### src/rtl/efc_sfrm_ctl_if.sv
// Frame-capture bus: edge pulses and serial data in, buffered words and status out.
// The slave modport is the capture controller; the master modport is its environment.
interface efc_sfrm_ctl_if #(
    parameter int WIDTH = 32
);
    logic             sclk_rise;
    logic             sdata_sync;
    logic             frame_rise;
    logic             frame_fall;
    logic [WIDTH-1:0] word_data;
    logic             word_vld;
    logic             word_rdy;
    logic             busy;
    logic             err_bitcnt;
    logic             err_ovf;
    logic             err_tmo;

    modport master (
        output sclk_rise, sdata_sync, frame_rise, frame_fall, word_rdy,
        input  word_data, word_vld, busy, err_bitcnt, err_ovf, err_tmo
    );

    modport slave (
        input  sclk_rise, sdata_sync, frame_rise, frame_fall, word_rdy,
        output word_data, word_vld, busy, err_bitcnt, err_ovf, err_tmo
    );
endinterface

### src/rtl/efc_sfrm_ctl.sv
// Serial-frame capture controller: shifts framed serial bits into WIDTH-bit words
// and queues them in a 2-entry valid/ready buffer, flagging malformed/stalled frames.
module efc_sfrm_ctl #(
    parameter int WIDTH = 32,
    parameter int TMO   = 1024
) (
    input  logic               clk,
    input  logic               rst,
    efc_sfrm_ctl_if.slave      bus
);
    localparam int CW = $clog2(WIDTH + 1);
    localparam int TW = $clog2(TMO + 1);
    localparam logic [CW-1:0] FULL_CNT = CW'(WIDTH);
    localparam logic [TW-1:0] TMO_LAST = TW'(TMO - 1);

    typedef enum logic [1:0] {
        ST_IDLE  = 2'd0,
        ST_SHIFT = 2'd1,
        ST_DRAIN = 2'd2
    } state_t;

    state_t           state_r, state_nxt_s;
    logic [CW-1:0]    bitcnt_r, bitcnt_nxt_s;
    logic [TW-1:0]    timer_r, timer_nxt_s;
    logic [WIDTH-1:0] shreg_r, shreg_nxt_s;
    logic             excess_r, excess_nxt_s;
    logic             push_s, err_bitcnt_s, err_ovf_s, err_tmo_s;
    logic             pop_s, full_s;
    logic [WIDTH-1:0] slot0_r, slot1_r;
    logic [1:0]       count_r;
    logic             busy_r, err_bitcnt_r, err_ovf_r, err_tmo_r;

    assign pop_s  = (count_r != 2'd0) && bus.word_rdy;
    assign full_s = (count_r == 2'd2);

    // Next-state, frame assembly and error/push decisions
    always_comb begin
        state_nxt_s  = state_r;
        bitcnt_nxt_s = bitcnt_r;
        timer_nxt_s  = timer_r;
        shreg_nxt_s  = shreg_r;
        excess_nxt_s = excess_r;
        push_s       = 1'b0;
        err_bitcnt_s = 1'b0;
        err_ovf_s    = 1'b0;
        err_tmo_s    = 1'b0;
        case (state_r)
            ST_IDLE: begin
                if (bus.frame_rise) begin
                    state_nxt_s  = ST_SHIFT;
                    bitcnt_nxt_s = '0;
                    timer_nxt_s  = '0;
                    excess_nxt_s = 1'b0;
                end else begin
                    state_nxt_s = ST_IDLE;
                end
            end
            ST_SHIFT: begin
                if (bus.sclk_rise) begin
                    shreg_nxt_s = {shreg_r[WIDTH-2:0], bus.sdata_sync};
                    timer_nxt_s = '0;
                    if (bitcnt_r < FULL_CNT) begin
                        bitcnt_nxt_s = bitcnt_r + CW'(1);
                    end else begin
                        excess_nxt_s = 1'b1;
                    end
                end else begin
                    timer_nxt_s = timer_r + TW'(1);
                end
                // Frame end wins over a coincident timeout and sees this cycle's bit
                if (bus.frame_fall) begin
                    state_nxt_s = ST_IDLE;
                    if ((bitcnt_nxt_s == FULL_CNT) && !excess_nxt_s) begin
                        if (!full_s || pop_s) begin
                            push_s = 1'b1;
                        end else begin
                            err_ovf_s = 1'b1;
                        end
                    end else begin
                        err_bitcnt_s = 1'b1;
                    end
                end else if (!bus.sclk_rise && (timer_r == TMO_LAST)) begin
                    state_nxt_s = ST_DRAIN;
                    err_tmo_s   = 1'b1;
                end else begin
                    state_nxt_s = ST_SHIFT;
                end
            end
            ST_DRAIN: begin
                if (bus.frame_fall) begin
                    state_nxt_s = ST_IDLE;
                end else begin
                    state_nxt_s = ST_DRAIN;
                end
            end
            default: begin
                state_nxt_s = ST_IDLE;
            end
        endcase
    end

    // Control state, shift register and registered status/error outputs
    always_ff @(posedge clk or posedge rst) begin
        if (rst) begin
            state_r      <= ST_IDLE;
            bitcnt_r     <= '0;
            timer_r      <= '0;
            shreg_r      <= '0;
            excess_r     <= 1'b0;
            busy_r       <= 1'b0;
            err_bitcnt_r <= 1'b0;
            err_ovf_r    <= 1'b0;
            err_tmo_r    <= 1'b0;
        end else begin
            state_r      <= state_nxt_s;
            bitcnt_r     <= bitcnt_nxt_s;
            timer_r      <= timer_nxt_s;
            shreg_r      <= shreg_nxt_s;
            excess_r     <= excess_nxt_s;
            busy_r       <= (state_nxt_s != ST_IDLE);
            err_bitcnt_r <= err_bitcnt_s;
            err_ovf_r    <= err_ovf_s;
            err_tmo_r    <= err_tmo_s;
        end
    end

    // Two-entry output buffer; slot0 is always the presented head word
    always_ff @(posedge clk or posedge rst) begin
        if (rst) begin
            slot0_r <= '0;
            slot1_r <= '0;
            count_r <= 2'd0;
        end else begin
            case ({push_s, pop_s})
                2'b10: begin
                    if (count_r == 2'd0) begin
                        slot0_r <= shreg_nxt_s;
                        count_r <= 2'd1;
                    end else begin
                        slot1_r <= shreg_nxt_s;
                        count_r <= 2'd2;
                    end
                end
                2'b01: begin
                    slot0_r <= slot1_r;
                    count_r <= count_r - 2'd1;
                end
                2'b11: begin
                    if (count_r == 2'd1) begin
                        slot0_r <= shreg_nxt_s;
                    end else begin
                        slot0_r <= slot1_r;
                        slot1_r <= shreg_nxt_s;
                    end
                end
                default: begin
                    count_r <= count_r;
                end
            endcase
        end
    end

    assign bus.word_data  = slot0_r;
    assign bus.word_vld   = (count_r != 2'd0);
    assign bus.busy       = busy_r;
    assign bus.err_bitcnt = err_bitcnt_r;
    assign bus.err_ovf    = err_ovf_r;
    assign bus.err_tmo    = err_tmo_r;
endmodule

### src/flat_wrapper.sv
// flat-port wrapper written by rule: the top's interface ports become plain ports
module efc_sfrm_ctl_flat 
#(
    parameter int WIDTH = 32,
    parameter int TMO   = 1024
)
  (clk, rst, bus_sclk_rise, bus_sdata_sync, bus_frame_rise, bus_frame_fall, bus_word_rdy, bus_word_data, bus_word_vld, bus_busy, bus_err_bitcnt, bus_err_ovf, bus_err_tmo);
  efc_sfrm_ctl_if #(.WIDTH(WIDTH)) bus_i ();
  input  logic clk;
  input  logic rst;
  input wire logic [$bits(bus_i.sclk_rise)-1:0] bus_sclk_rise;
  input wire logic [$bits(bus_i.sdata_sync)-1:0] bus_sdata_sync;
  input wire logic [$bits(bus_i.frame_rise)-1:0] bus_frame_rise;
  input wire logic [$bits(bus_i.frame_fall)-1:0] bus_frame_fall;
  input wire logic [$bits(bus_i.word_rdy)-1:0] bus_word_rdy;
  output wire logic [$bits(bus_i.word_data)-1:0] bus_word_data;
  output wire logic [$bits(bus_i.word_vld)-1:0] bus_word_vld;
  output wire logic [$bits(bus_i.busy)-1:0] bus_busy;
  output wire logic [$bits(bus_i.err_bitcnt)-1:0] bus_err_bitcnt;
  output wire logic [$bits(bus_i.err_ovf)-1:0] bus_err_ovf;
  output wire logic [$bits(bus_i.err_tmo)-1:0] bus_err_tmo;
  assign bus_i.sclk_rise = bus_sclk_rise;
  assign bus_i.sdata_sync = bus_sdata_sync;
  assign bus_i.frame_rise = bus_frame_rise;
  assign bus_i.frame_fall = bus_frame_fall;
  assign bus_i.word_rdy = bus_word_rdy;
  assign bus_word_data = bus_i.word_data;
  assign bus_word_vld = bus_i.word_vld;
  assign bus_busy = bus_i.busy;
  assign bus_err_bitcnt = bus_i.err_bitcnt;
  assign bus_err_ovf = bus_i.err_ovf;
  assign bus_err_tmo = bus_i.err_tmo;
  efc_sfrm_ctl #(.WIDTH(WIDTH), .TMO(TMO)) u_core (.clk(clk), .rst(rst), .bus(bus_i));
endmodule
### config.mk
export PLATFORM = sky130hd
export DESIGN_NAME = efc_sfrm_ctl_flat
export DESIGN_NICKNAME = d
export VERILOG_FILES = /design/src/rtl/efc_sfrm_ctl_if.sv /design/src/rtl/efc_sfrm_ctl.sv /design/src/flat_wrapper.sv
export SDC_FILE = /design/constraint.sdc
export NUM_CORES = 1
export LEC_CHECK = 0
export BUFFER_PORTS_ARGS = -buffer_cell sky130_fd_sc_hd__buf_4
export CAP_MARGIN = 20
export CORE_UTILIZATION = 59
export DETAILED_ROUTE_END_ITERATION = 12
export GPL_TIMING_DRIVEN = 0
export PLACE_DENSITY_LB_ADDON = 0.12
export RECOVER_POWER = 25
export SLEW_MARGIN = 30
export SYNTH_ARGS = -nofsm -noshare
export SYNTH_HDL_FRONTEND = slang
export SYNTH_SLANG_ARGS = --single-unit
export TNS_END_PERCENT = 100
### constraint.sdc
create_clock -name clk -period 3.75 [get_ports clk]
set_input_delay 0.1875 -clock clk [delete_from_list [all_inputs] [get_ports clk]]
set_output_delay 0.1875 -clock clk [all_outputs]
set_load 0.01 [all_outputs]
==> results.cfg, run 1 <==
[global_routing]
grt_use_met1_pct = 32.5
met3_usage_pct = 4.58
top_usage_layer = met2
antenna_found_initial = 0
grt_max_degree = 65
grt_pass1_wl_mm = 18.1
grt_usage_pct = 24.1
grt_pass1_vias = 3722
use_met2_pct = 38.8
grt_overflow_total = 0

[clock_tree]
insertion_delay_ns = 0.51
cts.sinks = 122
cts_buffer_depth = 2
clkTransAtPathRegs_ns = 0.06
tritoncts = done
cts_buffers = 17
htreeDepth = 4
ctsRootBufferMaster = clkbuf_8

[critical_path]
reg2reg_from = u_core.bitcnt_r[0]
endpoint_kind = flip-flop
cp-startpoint = u_core.bitcnt_r[0]
cp_max_fo = 10
cp-start-kind = flip-flop
critical_path_class = reg -> reg
critPathRequiredTime_ns = 4.17
cp.arrival_ns = 3.92
r2r_cells = 12

[drt]
ant_nets = 0
wl_per_cell_um = 16.4
drc_errors = 2
vias = 3740
drt-vias-per-instance = 5.69
drt_pass1_iterations = 8
drtIter0Drc = 209
wl_mm = 10.8

[logic_synthesis]
ys_types = 39
synthCells = 469
ys_seq_area_share_pct = 55.9
synth_top_cell_by_area = dfrtp_1
synth_warnings = 0
ys_top_cells_by_area = dfrtp_1, mux2_4, mux2i_1
syn_area_sq_mm = 0.00546
syn_area_per_cell_sq_um = 11.6
synth_ff_type = dfrtp_1
ys_ff_latch = 122
async_reset_ff_share_pct = 100
syn-num-nets = 484
synth_edf_count = 0
yosys.area.top_type_share_pct = 55.9

[timing]
period_share_pct = 93.2
tightest_slew_ns = 2.57
layout_min_cycle_time_ns = 3.50
worst_slack_ns = 0.253
rsz0062_at_grt = no
relSlewSlack_pct = -72.5
setup_viol = 0
fin_worst_skew_ns = 0.00969
hold-worst-slack_ns = 0.104
tns_ns = 0
hold_viol = 0
slew_violations = 59
clock.fmax_mhz = 286

[power_and_ir_drop]
p_leak_nw = 3.58
ir_drop_mv = 0.352
powerDensity_mw_per_mm2 = 518
total_power_mw = 3.40

[floorplan]
start_util_pct = 61.7
num_rows = 34
io_pins = 44
fp.dieW_um = 98.2
coreArea_sq_mm = 0.00885
die_h_um = 98.2
fp.dieArea_sq_mm = 0.00964

[layout]
stdcell_area_sq_mm = 0.00658
finalCoreUtilization_pct = 74.3
syn_to_final_growth_pct = 20.4
layout-drive-gt1-share_pct = 21.1
stdcell_count = 657
num-nets-final = 551
nFillCells = 590
num_antenna_cells = 0
regArea_sq_mm = 0.00305
multi_input_area_sq_mm = 0.00213

[placed_design]
dp_slack_ns = 0.290
placedCellCount = 621
hpwl_mm = 6.77
placed_area_sq_mm = 0.00595
port_buffers = 43
place_congestion = 0.815

[hold_path]
hold_path.class = in -> reg
whs_path_depth = 4
min-delay-start = bus_sclk_rise

[outcome]
run_status = complete, but fails checks
violations = DRC, capacitance limit, slew limit

[run]
drv_cap = 1
sequential cells by signal (all words and copies together), names as in the netlist:
name / count
u_core.bus.busy: 1
u_core.state_r: 2
u_core.bitcnt_r: 6
u_core.bus.word_data: 32
u_core.bus.err_tmo: 1
u_core.bus.err_ovf: 1
u_core.slot1_r: 32
u_core.timer_r: 11
u_core.excess_r: 1
u_core.bus.err_bitcnt: 1
u_core.shreg_r: 32
u_core.count_r: 2
worst paths after layout:
| path | end | slack [ns] |
|---|---|---|
| min in group asynchronous | u_core.shreg_r[0] | 0.95 |
| max | u_core.slot1_r[29] | 0.25 |
| min reg2reg | u_core.timer_r[10] | 0.51 |
| min | u_core.timer_r[4] | 0.10 |
| max reg2reg | u_core.slot1_r[29] | 0.25 |
| max in group asynchronous | u_core.slot1_r[20] | 1.62 |
cells by family (layout without fill, tap and decap cells):
kind of cell / Yosys count / in the layout / share of synthesized area, %
buffers and inverters: 63 / 143 / 5.02
multiplexers: 66 / 66 / 14.9
XOR/XNOR: 5 / 5 / 0.802
AND/OR/NAND/NOR: 90 / 90 / 7.72
AO/OA/AOI/OAI: 115 / 115 / 13.8
adder cells (fa/ha/maj): 8 / 8 / 1.83
flip-flops: 122 / 122 / 55.9
synth_stat cells, drive strengths merged (3+ instances only):
cell / instances
a21oi: 44
nor2b: 4
buf: 8
mux2: 32
and4: 3
inv: 39
nand2: 14
and2: 3
mux2i: 34
o2bb2ai: 32
nor2: 45
dfrtp: 122
and3: 4
ha: 8
nand2b: 6
clkbuf: 16
nand3: 6
xor2: 3
o21ai: 22
placed cells by master, fill, tap and decap left out, types with 4 or more instances in the layout:
master         Yosys  layout
clkbuf_1          16      17
mux2_4            30      30
buf_4              1      43
dfrtp_1          122     122
nand2_1           14      14
nor2_1            45      45
ha_1               8       8
buf_6              4       4
nand3_1            6       6
dlygate4sd3_1      0       4
a21oi_1           44      44
nand2b_1           6       6
o21ai_0           22      22
inv_1             39      38
clkbuf_16          0      16
mux2i_1           34      34
and3_1             4       4
o2bb2ai_1         32      32
routing by layer:
layer / up-vias / wire length [um]
li1: 1767 / -
met1: 1873 / 4910
met3: 18 / 367
met5: - / 0
met4: 0 / 177
met2: 82 / 5310
what timing repair did:
| action | 4_1_cts | 5_1_grt |
|---|---|---|
| hold endpoints to repair | 63 | 0 |
| buffers inserted | 0 | 0 |
| hold buffers | 4 | 0 |
| setup endpoints to repair | 0 | 0 |
| gates resized for setup | 0 | 0 |
critical path, stage by stage, from the launching register on:
cell	delay, ns
dfrtp_1	0.43
ha_1	0.30
xnor2_1	0.15
and4_1	0.22
o2111ai_1	0.34
nand2b_1	0.20
inv_1	0.07
ha_1	0.19
mux2i_1	0.11
a21oi_1	0.67
clkbuf_1	0.47
nor2_1	0.11
a21oi_1	0.15
power by group:
part	switching (mW)	total, mW	internal (mW)
clock	0.590	1.60	1.01
combinational	0.204	0.331	0.127
sequential	0.0577	1.47	1.41
total	0.851	3.40	2.55
cell type report:
type	instances	area share (%)
buffer	24	1.94
clock buffer	18	6.35
clock inverter	14	2.61
inverter	39	2.25
multi-input combinational	284	32.4
sequential	122	46.4
tap	108	2.05
timing repair buffer	48	5.94
No activity file was read; power rests on OpenSTA's default activity.
==> run 2: changes to the inputs <==
--- a/config.mk
+++ b/config.mk
@@ -7,8 +7,10 @@
 export LEC_CHECK = 0
 export BUFFER_PORTS_ARGS = -buffer_cell sky130_fd_sc_hd__buf_4
 export CAP_MARGIN = 20
+export CORE_ASPECT_RATIO = 1.1
 export CORE_UTILIZATION = 59
 export DETAILED_ROUTE_END_ITERATION = 12
+export GPL_ROUTABILITY_DRIVEN = 0
 export GPL_TIMING_DRIVEN = 0
 export PLACE_DENSITY_LB_ADDON = 0.12
 export RECOVER_POWER = 25
==> results.cfg, run 2 (same netlist as run 1, synthesis figures left out) <==
[critical_path]
critical_path_class = reg -> reg
cp.arrival_ns = 3.82
critPathSlowestCell = a21oi_1
critPathRequiredTime_ns = 4.18
r2r_cells = 12
crit_top_cell = a21oi_1
cp-startpoint = u_core.bitcnt_r[0]
reg2reg_from = u_core.bitcnt_r[0]
path_cells = ha_1 -> nand4bb_1 -> a21oi_1 -> o2111ai_1 -> nand2b_1 -> inv_1 -> ha_1 -> mux2i_1 -> a21oi_1 -> clkbuf_1 -> nor2_1 -> a21oi_1
cp_max_fo = 10
cp-start-kind = flip-flop
max_stage_delay_ns = 0.59
r2r-end = u_core.slot1_r[11]
endpoint_kind = flip-flop
reg2reg_slack_ns = 0.37

[timing]
tns_ns = 0
fin_worst_skew_ns = 0.00829
worst_slack_ns = 0.367
setup_viol = 0
slew_violations = 72
tightest_slew_ns = 2.75
rsz0062_at_grt = no
clock.fmax_mhz = 296
relSlewSlack_pct = -83.5
hold_viol = 0
period_share_pct = 90.2
layout_min_cycle_time_ns = 3.38

[floorplan]
die_h_um = 103
fp.dieW_um = 93.7
fp.dieArea_sq_mm = 0.00964
coreArea_sq_mm = 0.00892
start_util_pct = 61.2
io_pins = 44
num_rows = 36

[global_routing]
antenna_found_initial = 0
grt_usage_pct = 25.1
grt_pass1_vias = 3788
grt_max_degree = 73
grt_pass1_wl_mm = 18.2
grt_overflow_total = 0

[power_and_ir_drop]
ir_drop_mv = 0.345
p_leak_nw = 3.55
powerDensity_mw_per_mm2 = 487

[clock_tree]
ctsRootBufferMaster = clkbuf_8
cts_buffers = 17
cts_buffer_depth = 2
clkTransAtPathRegs_ns = 0.05
htreeDepth = 4
cts.sinks = 122
tritoncts = done
insertion_delay_ns = 0.52

[layout]
final_cell_mix = dfrtp_1, nor2_1, a21oi_1
layout-drive-gt1-share_pct = 19.6
num_antenna_cells = 0
final_common_cell = dfrtp_1
stdcell_count = 661
num-nets-final = 551
syn_to_final_growth_pct = 18.9

[drt]
vias = 3725
ant_nets = 0
wl_per_cell_um = 16.6
drc_errors = 0
drt_pass1_iterations = 5
wl_mm = 10.9
drtIter0Drc = 231
drt-vias-per-instance = 5.64

[outcome]
violations = capacitance limit, slew limit
run_status = complete, but fails checks

[placed_design]
port_buffers = 43
placedCellCount = 627
hpwl_mm = 7.06
dp_slack_ns = 0.425

[hold_path]
whs_path_depth = 4
hold_path_end = u_core.bus.err_ovf
min-delay-start = bus_word_rdy
hold_path.class = in -> reg

[run]
drv_cap = 1
[run 2: per-layer routing]
metal / wire [um] / part of all wire, % / GRT usage [%]
met2: 5440 / 50 / 42.1
met1: 4920 / 45 / 31.1
met3: 263 / 2.4 / 5.83
met4: 315 / 2.9 / 12.0
met5: 0 / 0 / 0
[run 2: metrics by stage]
stage          total power, mW  utilization, %  hold slack [ns]  instance area (sq um)
2_1_floorplan             1.72               -            0.251                   5460
3_3_place_gp              1.79            66.4            0.390                   5930
3_5_place_dp              1.81            66.8            0.281                   5960
4_1_cts                   3.19            72.9           0.0824                   6500
5_1_grt                   3.31            72.8            0.154                   6490
6_report                  3.16            72.8           0.0973                   6490
[run 2: worst max-delay path by stage]
stage	cells after the start	slack [ns]	endpoint
finish	12	0.37	u_core.slot1_r[11]
global route	12	0.08	u_core.slot1_r[2]
CTS	12	0.39	u_core.slot1_r[6]
detailed placement	12	0.42	u_core.slot1_r[6]
global placement	2	-1.01	u_core.bus.word_data[6]
floorplan	1	0.32	u_core.bitcnt_r[0]
[run 2: layout make-up]
| type | count | area [sq um] |
|---|---|---|
| fill | 627 | 2430 |
| multi-input combinational | 284 | 2130 |
| clock inverter | 3 | 15.0 |
| tap | 114 | 143 |
| sequential | 122 | 3050 |
| buffer | 24 | 128 |
| timing repair buffer | 48 | 390 |
| inverter | 39 | 146 |
| clock buffer | 27 | 482 |
[run 2: critical path, delay by kind of cell (launching register included)]
family	cells	cell delay, ns
compound gates	4	1.16
fa+ha+maj	2	0.53
buf+inv	2	0.58
flops	1	0.43
mux	1	0.09
simple gates	3	0.49
[run 2: report_power, final]
part           total, mW  internal (mW)  switching [mW]
registers           1.47           1.41          0.0569
logic              0.322          0.127           0.195
clock network       1.37          0.852           0.520
total               3.16           2.39           0.772
[run 2: timing repair]
item | 4_1_cts | 5_1_grt
resized for setup | 0 | 0
setup endpoints to repair | 0 | 0
buffers inserted | 0 | 0
hold endpoints to repair | 76 | 0
hold buffers | 4 | 0
